### src/rtl/paddle_motion_ctrl.sv
// Pong paddle controller: synchronised buttons drive a ticked hold-to-accelerate motion FSM with edge clamping.
// y/speed/at_limit change on the tick cycle; disp_paddle_o is registered, one cycle after h_pos_i/v_pos_i.
module paddle_motion_ctrl #(
  parameter int SIDE        = 0,
  parameter int PADDLE_H    = 48,
  parameter int PADDLE_W    = 10,
  parameter int SCREEN_W    = 640,
  parameter int SCREEN_H    = 480,
  parameter int TICK_CYCLES = 2500000,
  parameter int MAX_SPEED   = 4,
  parameter int ACCEL_TICKS = 8
) (
  input  logic        in_clk_i,
  input  logic        reset_ni,
  input  logic        push_up_i,
  input  logic        push_dn_i,
  input  logic [11:0] h_pos_i,
  input  logic [11:0] v_pos_i,
  output logic [8:0]  y_paddle_o,
  output logic [2:0]  speed_o,
  output logic        at_limit_o,
  output logic        disp_paddle_o
);

  localparam int TW = (TICK_CYCLES > 1) ? $clog2(TICK_CYCLES) : 1;
  localparam int HW = $clog2(ACCEL_TICKS + 1);
  localparam logic [TW-1:0] TICK_LAST = TW'(TICK_CYCLES - 1);
  localparam logic [HW-1:0] HOLD_LAST = HW'(ACCEL_TICKS);
  localparam logic [2:0]    SPD_MAX   = 3'(MAX_SPEED);
  localparam logic [8:0]    Y_MAX     = 9'(SCREEN_H - PADDLE_H);
  localparam logic [8:0]    Y_RST     = 9'((SCREEN_H - PADDLE_H) / 2);
  localparam logic [11:0]   X_LO      = 12'((SIDE != 0) ? (SCREEN_W - PADDLE_W) : 0);

  typedef enum logic [1:0] {IDLE, UP, DN} state_e;

  state_e          state_q, state_d, nxt_dir;
  logic [1:0]      up_sync_q, dn_sync_q;
  logic [TW-1:0]   tick_cnt_q, tick_cnt_d;
  logic [HW-1:0]   hold_q, hold_d;
  logic [2:0]      speed_q, speed_d;
  logic [8:0]      y_q, y_d;
  logic            at_limit_q, at_limit_d;
  logic            disp_q, disp_d;
  logic            up, dn, tick;
  logic signed [9:0] y_n, spd_s;
  logic [11:0]     row_off, col_off;

  assign up   = ~up_sync_q[1];
  assign dn   = ~dn_sync_q[1];
  assign tick = (tick_cnt_q == TICK_LAST);
  assign tick_cnt_d = tick ? '0 : tick_cnt_q + 1'b1;

  always_comb begin
    nxt_dir = IDLE;
    if (up && !dn)      nxt_dir = UP;
    else if (dn && !up) nxt_dir = DN;
  end

  always_comb begin
    state_d = state_q;
    speed_d = speed_q;
    hold_d  = hold_q;
    y_d     = y_q;
    y_n     = $signed({1'b0, y_q});
    spd_s   = '0;
    if (tick) begin
      state_d = nxt_dir;
      if (nxt_dir == IDLE || nxt_dir != state_q) begin
        speed_d = 3'd1;
        hold_d  = '0;
      end else if (hold_q + 1'b1 == HOLD_LAST) begin
        hold_d = '0;
        if (speed_q < SPD_MAX) speed_d = speed_q + 3'd1;
      end else begin
        hold_d = hold_q + 1'b1;
      end
      // Motion uses the speed just updated on this tick.
      spd_s = $signed({7'b0, speed_d});
      if (nxt_dir == UP) begin
        y_n = $signed({1'b0, y_q}) - spd_s;
        y_d = (y_n < 0) ? 9'd0 : y_n[8:0];
      end else if (nxt_dir == DN) begin
        y_n = $signed({1'b0, y_q}) + spd_s;
        y_d = (y_n > $signed({1'b0, Y_MAX})) ? Y_MAX : y_n[8:0];
      end
    end
  end

  assign at_limit_d = (y_d == 9'd0) || (y_d == Y_MAX);

  // Offsets wrap to large values when below the window, so one compare per axis suffices.
  assign row_off = v_pos_i - {3'b0, y_q};
  assign col_off = h_pos_i - X_LO;
  assign disp_d  = (row_off < 12'(PADDLE_H)) && (v_pos_i < 12'(SCREEN_H)) &&
                   (col_off < 12'(PADDLE_W));

  always_ff @(posedge in_clk_i or negedge reset_ni) begin
    if (!reset_ni) begin
      up_sync_q  <= 2'b11;
      dn_sync_q  <= 2'b11;
      tick_cnt_q <= '0;
      state_q    <= IDLE;
      speed_q    <= 3'd1;
      hold_q     <= '0;
      y_q        <= Y_RST;
      at_limit_q <= 1'b0;
      disp_q     <= 1'b0;
    end else begin
      up_sync_q  <= {up_sync_q[0], push_up_i};
      dn_sync_q  <= {dn_sync_q[0], push_dn_i};
      tick_cnt_q <= tick_cnt_d;
      state_q    <= state_d;
      speed_q    <= speed_d;
      hold_q     <= hold_d;
      y_q        <= y_d;
      at_limit_q <= at_limit_d;
      disp_q     <= disp_d;
    end
  end

  assign y_paddle_o    = y_q;
  assign speed_o       = speed_q;
  assign at_limit_o    = at_limit_q;
  assign disp_paddle_o = disp_q;

endmodule

### config.mk
export PLATFORM = sky130hd
export DESIGN_NAME = paddle_motion_ctrl
export DESIGN_NICKNAME = d
export VERILOG_FILES = /design/src/rtl/paddle_motion_ctrl.sv
export SDC_FILE = /design/constraint.sdc
export NUM_CORES = 1
export LEC_CHECK = 0
export CORE_ASPECT_RATIO = 1.2
export CORE_UTILIZATION = 51
export DETAILED_ROUTE_END_ITERATION = 6
export PLACE_DENSITY = 0.82
export REMOVE_ABC_BUFFERS = 1
export SLEW_MARGIN = 20
export SYNTH_ARGS = -nofsm -noshare
export SYNTH_HDL_FRONTEND = slang
export SYNTH_SLANG_ARGS = --single-unit
export TNS_END_PERCENT = 5
### constraint.sdc
create_clock -name in_clk_i -period 4.7 [get_ports in_clk_i]
set_clock_uncertainty 0.15 [all_clocks]
set_input_delay 0.47 -clock in_clk_i [delete_from_list [all_inputs] [get_ports in_clk_i]]
set_output_delay 0.47 -clock in_clk_i [all_outputs]
set_load 0.01 [all_outputs]
==> run metrics, run 1 <==
maximum clock frequency 0.2232 GHz; Async S/R FF share, synth 1.000; Post-synth top cells nand2_1 (39), dfrtp_1 (37), nor2_1 (33); clock root cell clkbuf_8; startpoint type of the worst setup path register; remaining routing DRC violations 0; P_sw 0.1686 mW; CP max FO 4; PwrDens roughly 190 nW/um^2; most common cell in the synthesized netlist nand2_1; Die W 75.02 um; layout cell share with drive strength beyond 1 0.1303; vias per cell about 6.0; GR Util All Layers 0.2359; Worst-path clk slew roughly 90 ps; # port buffers 40; cts hold-fix bufs 0; clock sink count 46; Seq pwr share 0.523; Avg Cell Area, Syn 8.795 um^2; Pins Over Slew Limit 0; core footprint a little over 6000 um^2; Clk pwr share 0.376; Ant. Diodes 0; Cell Chain, Critical Path ha_2 -> nor3b_4 -> o21ai_2 -> or2_2 -> mux2_2 -> nand2_2 -> inv_1 -> ha_1 -> nor2b_1 -> or3_4 -> o32a_1 -> a22oi_2 -> o41ai_4 -> a32o_1 -> or4b_1 -> a211oi_2; RSZ-0062 raised after global routing false; number of synthesized flops with an enable pin 0; Final GP Congestion 1.001; Clock Latency Late Sink approximately 300 ps; initial antenna violation count 0; leakage power approximately 1.7 nW; CP required about 4800 ps; slew at the pin closest to its max-slew limit between 500 and 600 ps; #FFs+latches synth between 40 and 50; area leader, netlist dfrtp_1; shortest period the worst path allows 4480 ps; post-route ant nets 0; Tcrit/Tclk final 0.9531; Fin. Hold Viols 0; Initial DRT Pass Iterations 6; top cells by area, synth dfrtp_1 (28%), ha_1 (8.1%), dfstp_2 (7.2%); CTS max path bufs 2; hold crit path type input port to async pin; top cell type's share of synthesized area 0.2837; hpwl dp 5.819 mm; Area Overhead vs Synth 22.66%; relative slew slack 0.6140; via count just over 3k; switch share 0.2205; max cap viols 0; fin nets around 470; die footprint slightly below 7000 um^2; Yosys cell types 62; TritonCTS Buffers 5; sequential share of the synthesized area 0.3562; global-route wire length before repair between 10 and 15 mm; Arrival @ worst endpoint roughly 4600 ps; Die Y between 80 and 90 um; kind of critical path register to register; Post-Syn Instances ~370; vias in the first global route approximately 2.7k; grt ovf 0; fin area about 4000 um^2; largest net degree at the start of global routing 47; top_reg_cell synth dfrtp_1; Routed wire per std cell roughly 16 um; internal power 0.5960 mW; DP Cell Count 494; Setup-failing EPs final 0; Finished Layout Cells about 500; Critical-path top delay cell or4b_1; 1st-iter DRT viols ~310; max incr delay on CP 550 ps; Post-Synthesis Cell Area 3263 um^2; status completed; YS warnings 0; Critical Path End Type register; Finished Core Util 0.6573; Initial Util 0.5359; Routed Wire Length about 8 mm; H-tree lvl count 2; VDD IR max 0.2094 mV; IO Count between 40 and 50; placed cell areas 3802 um^2; Combinational Power Share 0.101; CTS tree yes; row cnt 31
[placed cells by master (no fill, tap or decap), types with 3 or more instances in the layout]
master / count
nor3_1: 9
dfstp_2: 9
nand2b_1: 4
nor4_1: 5
nand4_1: 9
inv_1: 23
buf_4: 17
xor2_1: 15
a32o_1: 3
nand3_1: 15
a31oi_1: 3
ha_1: 20
o31ai_1: 6
nor2_1: 33
nor2b_1: 4
and2_1: 6
and3_1: 8
clkdlybuf4s50_1: 39
a21o_1: 3
xnor2_1: 13
nand2_1: 37
dfrtp_1: 36
nand4b_1: 4
a21oi_1: 19
o21ai_0: 15
clkbuf_8: 5
[cell type report]
class	instances	area, um^2
inverter	24	90.09
tap	82	102.6
timing repair buffer	56	518.0
clock buffer	7	76.32
fill	527	2087
clock inverter	1	30.03
sequential	46	1164
multi-input combinational	288	2022
[cells by family after synthesis]
kind of cell / after synthesis / share of synthesized area
xor+xnor: 29 / 0.07784
buf+inv: 37 / 0.04716
compound gates: 78 / 0.1637
fa+ha+maj: 23 / 0.09279
mux: 2 / 0.006518
simple gates: 156 / 0.2557
flops: 46 / 0.3562
[metrics by stage]
| step | hold slack, ps | total power, mW | TNS [ps] | setup slack, ps |
|---|---|---|---|---|
| 2_1_floorplan | 24.41 | 0.4412 | 0 | 30.84 |
| 6_report | 4.033 | 0.7646 | 0 | 220.4 |
| 5_1_grt | 47.73 | 0.7934 | 0 | 4.420 |
| 3_5_place_dp | 197.2 | 0.4827 | -39.16 | -39.16 |
| 4_1_cts | 208.9 | 0.7682 | 0 | 8.371 |
| 3_3_place_gp | 196.3 | 0.4806 | 0 | 135.8 |
[critical path: cells and delay by family, from the launching register on]
kind                       cells  cell delay (ps)
AOI/OAI and AO/OA              6             1340
adders and majority gates      2              430
buffers and inverters          1               90
DFF                            1              430
muxes                          1              290
and+or+nand+nor                6             1670
[power by group through the flow]
stage / combinational (mW) / sequential [mW] / clock, mW
floorplan: 0.0341 / 0.407 / 0
global placement: 0.0734 / 0.407 / 0
detailed placement: 0.0754 / 0.407 / 0
CTS: 0.0759 / 0.400 / 0.293
global route: 0.0854 / 0.400 / 0.308
finish: 0.0771 / 0.400 / 0.288
[what timing repair did]
item                       CTS  global route
setup buffers                0             2
gates resized for setup      2            14
setup endpoints to repair    1             2
pin swaps                    0             2
[worst paths after layout]
| kind | start | endpoint | slack (ps) | cells after the start |
|---|---|---|---|---|
| max reg2reg | hold_q[0] | at_limit_o | 220 | 16 |
| min | reset_ni | y_paddle_o[1] | 4 | 1 |
| max in group asynchronous | reset_ni | hold_q[0] | 3970 | 1 |
| min reg2reg | dn_sync_q[0] | dn_sync_q[1] | 210 | 0 |
| min in group in_clk_i | dn_sync_q[0] | dn_sync_q[1] | 210 | 0 |
| max | hold_q[0] | at_limit_o | 220 | 16 |
[metal layers]
layer / vias up / wire length, um / track usage
met3: 9 / 533 / 0.03571
met1: 1448 / 3329 / 0.2935
met2: 133 / 3965 / 0.4185
met4: 0 / 102 / 0.07376
li1: 1434 / - / -
met5: - / 0 / 0
[sequential cells by signal, summed over array words and instances, names as in the netlist]
| register | count |
|---|---|
| speed_o | 3 |
| state_q | 2 |
| at_limit_o | 1 |
| y_paddle_o | 9 |
| disp_paddle_o | 1 |
| tick_cnt_q | 22 |
| dn_sync_q | 2 |
| up_sync_q | 2 |
| hold_q | 4 |
Note: power is estimated with default switching activity, not from simulation.
==> inputs of run 2 (changes only) <==
- CTS_CLUSTER_DIAMETER: not set -> 120
- RECOVER_POWER: not set -> 100
==> run 2 against run 1 <==
  * The run now ends with max-capacitance violations, max-slew violations left
  * Largest cell class unchanged
  * Sequential share of layout area rose by 0.31 points
  * Largest power group unchanged
  * Power fell by 0.15%
  * Highest routed layer unchanged
  * Critical endpoint unchanged
  * Critical path depth did not move
  * Sequential cell count did not move
  * Non-clock buffer count did not move
  * Via count rose by 0.43%
==> run metrics, run 2 (synthesis results as in run 1) <==
status finished, violations left; violated checks max-capacitance violations, max-slew violations; maximum clock frequency 0.2243 GHz; Initial DRT Pass Iterations 5; Tcrit/Tclk final 0.9486; DP Cell Count just under 500; IO Count 42; RSZ-0062 raised after global routing false; Final GP Congestion between 1 and 1.5; sequential cell area between 1000 and 1500 um^2; vias per cell ~6; H-tree lvl count 2; VDD IR max ~0.21 mV; leakage power approximately 1.7 nW; fillcell total around 540; remaining routing DRC violations 0; CTS tree yes; slew at the pin closest to its max-slew limit 2351 ps; Cell Chain, Critical Path ha_2 -> nor3b_4 -> o21ai_2 -> or2_2 -> mux2_2 -> nand2_2 -> inv_1 -> ha_1 -> nor2b_1 -> or3_4 -> o32a_1 -> a22oi_2 -> o41ai_1 -> a32o_1 -> or4b_1 -> a211oi_2; RR Endpoint at_limit_o; hold crit path type register to register; post-place setup slack -39.16 ps; Area Overhead vs Synth 21.36%; Setup-failing EPs final 0; Routed Wire Length about 7.9 mm; Critical Path End Type register; vias in the first global route 2679; initial antenna violation count 0; largest net degree at the start of global routing 47; Pins Over Slew Limit 47; shortest period the worst path allows between 4000 and 5000 ps; GR Util All Layers 0.2359; Die W 75.02 um; max cap viols 1; row cnt 31; kind of critical path register to register; final worst setup slack between 200 and 250 ps; 1st-iter DRT viols between 300 and 400; Finished Core Util 0.6503; commonest non-fill, non-tap cells in the layout nand2_1 (37), dfrtp_1 (36), nor2_1 (33); Largest Register tick_cnt_q; Reg2Reg Setup Slack 240 ps; Ant. Diodes 0; Arrival @ worst endpoint 4530 ps; relative slew slack -0.5676; Initial Util 0.5359; startpoint type of the worst setup path register; hpwl dp between 5 and 6 mm; setup TNS 0 ps; Multi-input gate area approximately 2000 um^2; core footprint roughly 6000 um^2; fin nets about 470; layout cell share with drive strength beyond 1 0.1043; TritonCTS Buffers 5; CP required ~4800 ps; reg2reg path depth 16; Clock Latency Late Sink ~300 ps; CTS max path bufs 2; WHS Endpoint dn_sync_q[1]; global-route wire length before repair around 12 mm; most common cell after layout, fill and taps aside nand2_1; HP Start dn_sync_q[0]; via count 3037; Routed wire per std cell 15.61 um; post-route ant nets 0; RR Startpoint hold_q[0]; Critical-path top delay cell or4b_1; clock root cell clkbuf_8; Finished Layout Cells just over 500; Fin. Hold Viols 0; die footprint 6724 um^2; Worst Hold Depth 0; grt ovf 0; Largest register FFs 22; PwrDens between 150 and 200 nW/um^2; CP max FO 4; Die Y between 80 and 90 um; Worst-path clk slew 90 ps; clock sink count 46; max incr delay on CP 550 ps; cts hold-fix bufs 0; # port buffers 40
run 2: cell types whose count changed in the layout (fill, tap and decap cells not counted), moves of 3 or more:
cell / change
clkdlybuf4s50_1: -12
dlygate4sd3_1: +12
dfstp_1: +4
dfstp_2: -4
buf_4: -3
clkbuf_1: +3
run 2: metrics by stage:
stage                     hold slack [ps]  total power, mW  area [um^2]
final                               209.4           0.7635         3960
after global routing                215.1           0.7919         3960
after CTS                           208.9           0.7682         3921
after detailed placement            197.2           0.4827         3802
after global placement              196.3           0.4806         3802
after floorplan                     24.41           0.4412         3199
run 2: how the worst max path moves through the flow:
stage | startpoint | end | slack, ps
final | hold_q[0] | at_limit_o | 240
after global routing | hold_q[1] | at_limit_o | 20
after CTS | hold_q[0] | at_limit_o | 8
after detailed placement | hold_q[0] | at_limit_o | -40
after global placement | hold_q[0] | at_limit_o | 140
after floorplan | up_sync_q[1] | at_limit_o | 30
run 2: layout make-up:
type	count	share of cell area
clock buffers	7	0.01927
clock inverters	1	0.007583
inverters	24	0.02275
flip-flops and latches	46	0.2938
repair buffers	56	0.1280
well taps	82	0.02591
multi-input cells	288	0.5027
run 2: what timing repair did:
| item | CTS | global route |
|---|---|---|
| buffers inserted | 0 | 2 |
| endpoints found under the hold margin | 0 | 0 |
| pin swaps | 0 | 2 |
| resized for setup | 2 | 14 |
| setup endpoints to repair | 1 | 2 |
run 2: power by group:
part	switching, mW	total, mW	internal, mW
registers	0.000861	0.399	0.399
logic	0.0387	0.0759	0.0372
clock network	0.129	0.288	0.159
run 2: per-layer routing:
layer | part of all wire | GRT usage | vias up
met3 | 0.072 | 0.03571 | 21
met1 | 0.41 | 0.2935 | 1439
met5 | 0 | 0 | -
met4 | 0.022 | 0.07376 | 0
li1 | - | - | 1430
met2 | 0.49 | 0.4185 | 147
run 2: critical path, delay by kind of cell (launching register included):
kind / cells / cell delay (ps)
multiplexers: 1 / 290
AND/OR/NAND/NOR: 6 / 1680
AO/OA/AOI/OAI: 6 / 1320
flip-flops: 1 / 430
buffers and inverters: 1 / 90
adder cells (fa/ha/maj): 2 / 440
==> inputs of run 3 (changes only) <==
- SKIP_CTS_REPAIR_TIMING: not set -> 1
==> run 3 against run 2 <==
  * Highest routed layer unchanged
  * Via count fell by 1.4%
  * Power decreased by 0.16%
  * Clock-buffer cell count stayed put
  * The flow still finishes with violations (max-capacitance violations, max-slew violations)
==> run metrics, run 3 (synthesis results as in run 1) <==
status finished, violations left; violated checks max-capacitance violations, max-slew violations; most common cell after layout, fill and taps aside nand2_1; core footprint ~6100 um^2; Clock Latency Late Sink 300 ps; post-place setup slack -39.16 ps; # port buffers 40; fin nets roughly 470; Die Y around 90 um; RR Startpoint hold_q[0]; VDD IR max 0.2083 mV; total power 0.7622 mW; Die W approximately 75 um; max incr delay on CP 550 ps; Crit path buffers/inverters 1; Final GP Congestion between 1 and 1.5; Arrival @ worst endpoint 4530 ps; PwrDens approximately 190 nW/um^2; Largest register FFs 22; kind of critical path register to register; die footprint about 6700 um^2; remaining routing DRC violations 0; Crit. Startpoint hold_q[0]; initial antenna violation count 0; CTS max path bufs 2; max cap viols 1; hpwl dp 5.819 mm; vias in the first global route around 2.7k; Critical Path End Type register; maximum clock frequency 0.2242 GHz; CP required 4770 ps; hold crit path type register to register; clock sink count between 40 and 50; commonest non-fill, non-tap cells in the layout nand2_1 (37), dfrtp_1 (36), nor2_1 (33); grt ovf 0; Pins Over Slew Limit 47; placed cell areas ~3800 um^2; Top delay family on crit path simple AND/OR/NAND/NOR gates; fillcell total roughly 540; Largest Register tick_cnt_q; TritonCTS Buffers 5; final worst setup slack around 240 ps; row cnt 31; Cell Chain, Critical Path ha_2 -> nor3b_4 -> o21ai_2 -> or2_2 -> mux2_2 -> nand2_2 -> inv_1 -> ha_1 -> nor2b_1 -> or3_4 -> o32a_1 -> a22oi_2 -> o41ai_1 -> a32o_1 -> or4b_1 -> a211oi_2; Worst-path clk slew 90 ps; HP Start dn_sync_q[0]; fin area roughly 4000 um^2; clock root cell clkbuf_8; Fin. Hold Viols 0; relative slew slack -0.5875; Initial DRT Pass Iterations 5; GR Util All Layers 0.2344; via count ~3.0k; vias per cell 5.944; Routed Wire Length approximately 7.8 mm; IO Count 42; Critical-path top delay cell or4b_1; CTS tree yes; leakage power ~1.7 nW; CP max FO 4; setup TNS 0 ps; slew at the pin closest to its max-slew limit 2381 ps; post-route ant nets 0; global-route wire length before repair between 10 and 15 mm; Tcrit/Tclk final 0.9488; H-tree lvl count 2; startpoint type of the worst setup path register; tightest hold margin around 210 ps; layout cell share with drive strength beyond 1 0.09953; Routed wire per std cell ~16 um; Initial Util 0.5359; largest net degree at the start of global routing 47; Area Overhead vs Synth 21.05%; 1st-iter DRT viols approximately 320; shortest period the worst path allows about 4500 ps; Setup-failing EPs final 0; Ant. Diodes 0
run 3: cell count changes in the layout (fill, tap and decap cells not counted), sizes merged:
| cell | delta |
|---|---|
| buf | -1 |
| clkbuf | +1 |
run 3: final timing paths:
path,endpoint,slack (ps),cells after the start
max,at_limit_o,240,16
min,dn_sync_q[1],210,0
max reg2reg,at_limit_o,240,16
min reg2reg,dn_sync_q[1],210,0
max in group asynchronous,hold_q[0],2140,1
min in group asynchronous,y_paddle_o[1],730,1
run 3: layout make-up:
type | instances | area (um^2) | area share
Multi-Input combinational cell | 288 | 1984 | 0.5024
Inverter | 24 | 90.09 | 0.02281
Sequential cell | 46 | 1164 | 0.2946
Clock inverter | 1 | 30.03 | 0.007602
Clock buffer | 7 | 76.32 | 0.01932
Tap cell | 82 | 102.6 | 0.02597
Timing Repair Buffer | 56 | 503.0 | 0.1273
run 3: per-layer routing:
layer / vias up / track usage / share of wire
met5: - / 0 / 0
met4: 0 / 0.07376 / 0.015
met3: 15 / 0.03571 / 0.066
met2: 124 / 0.4152 / 0.49
met1: 1428 / 0.2921 / 0.43
li1: 1429 / - / -
run 3: stage by stage:
step	util	cells
2_1_floorplan	-	358
3_3_place_gp	0.6244	494
3_5_place_dp	0.6244	494
4_1_cts	0.6419	502
5_1_grt	0.6487	504
6_report	0.6487	504
run 3: power breakdown:
group / leakage [nW] / switching, mW / total, mW / internal (mW)
logic: 1.04 / 0.0387 / 0.0759 / 0.0372
registers: 0.591 / 0.000858 / 0.399 / 0.399
clock network: 0.0524 / 0.128 / 0.287 / 0.159
total: 1.69 / 0.167 / 0.762 / 0.595
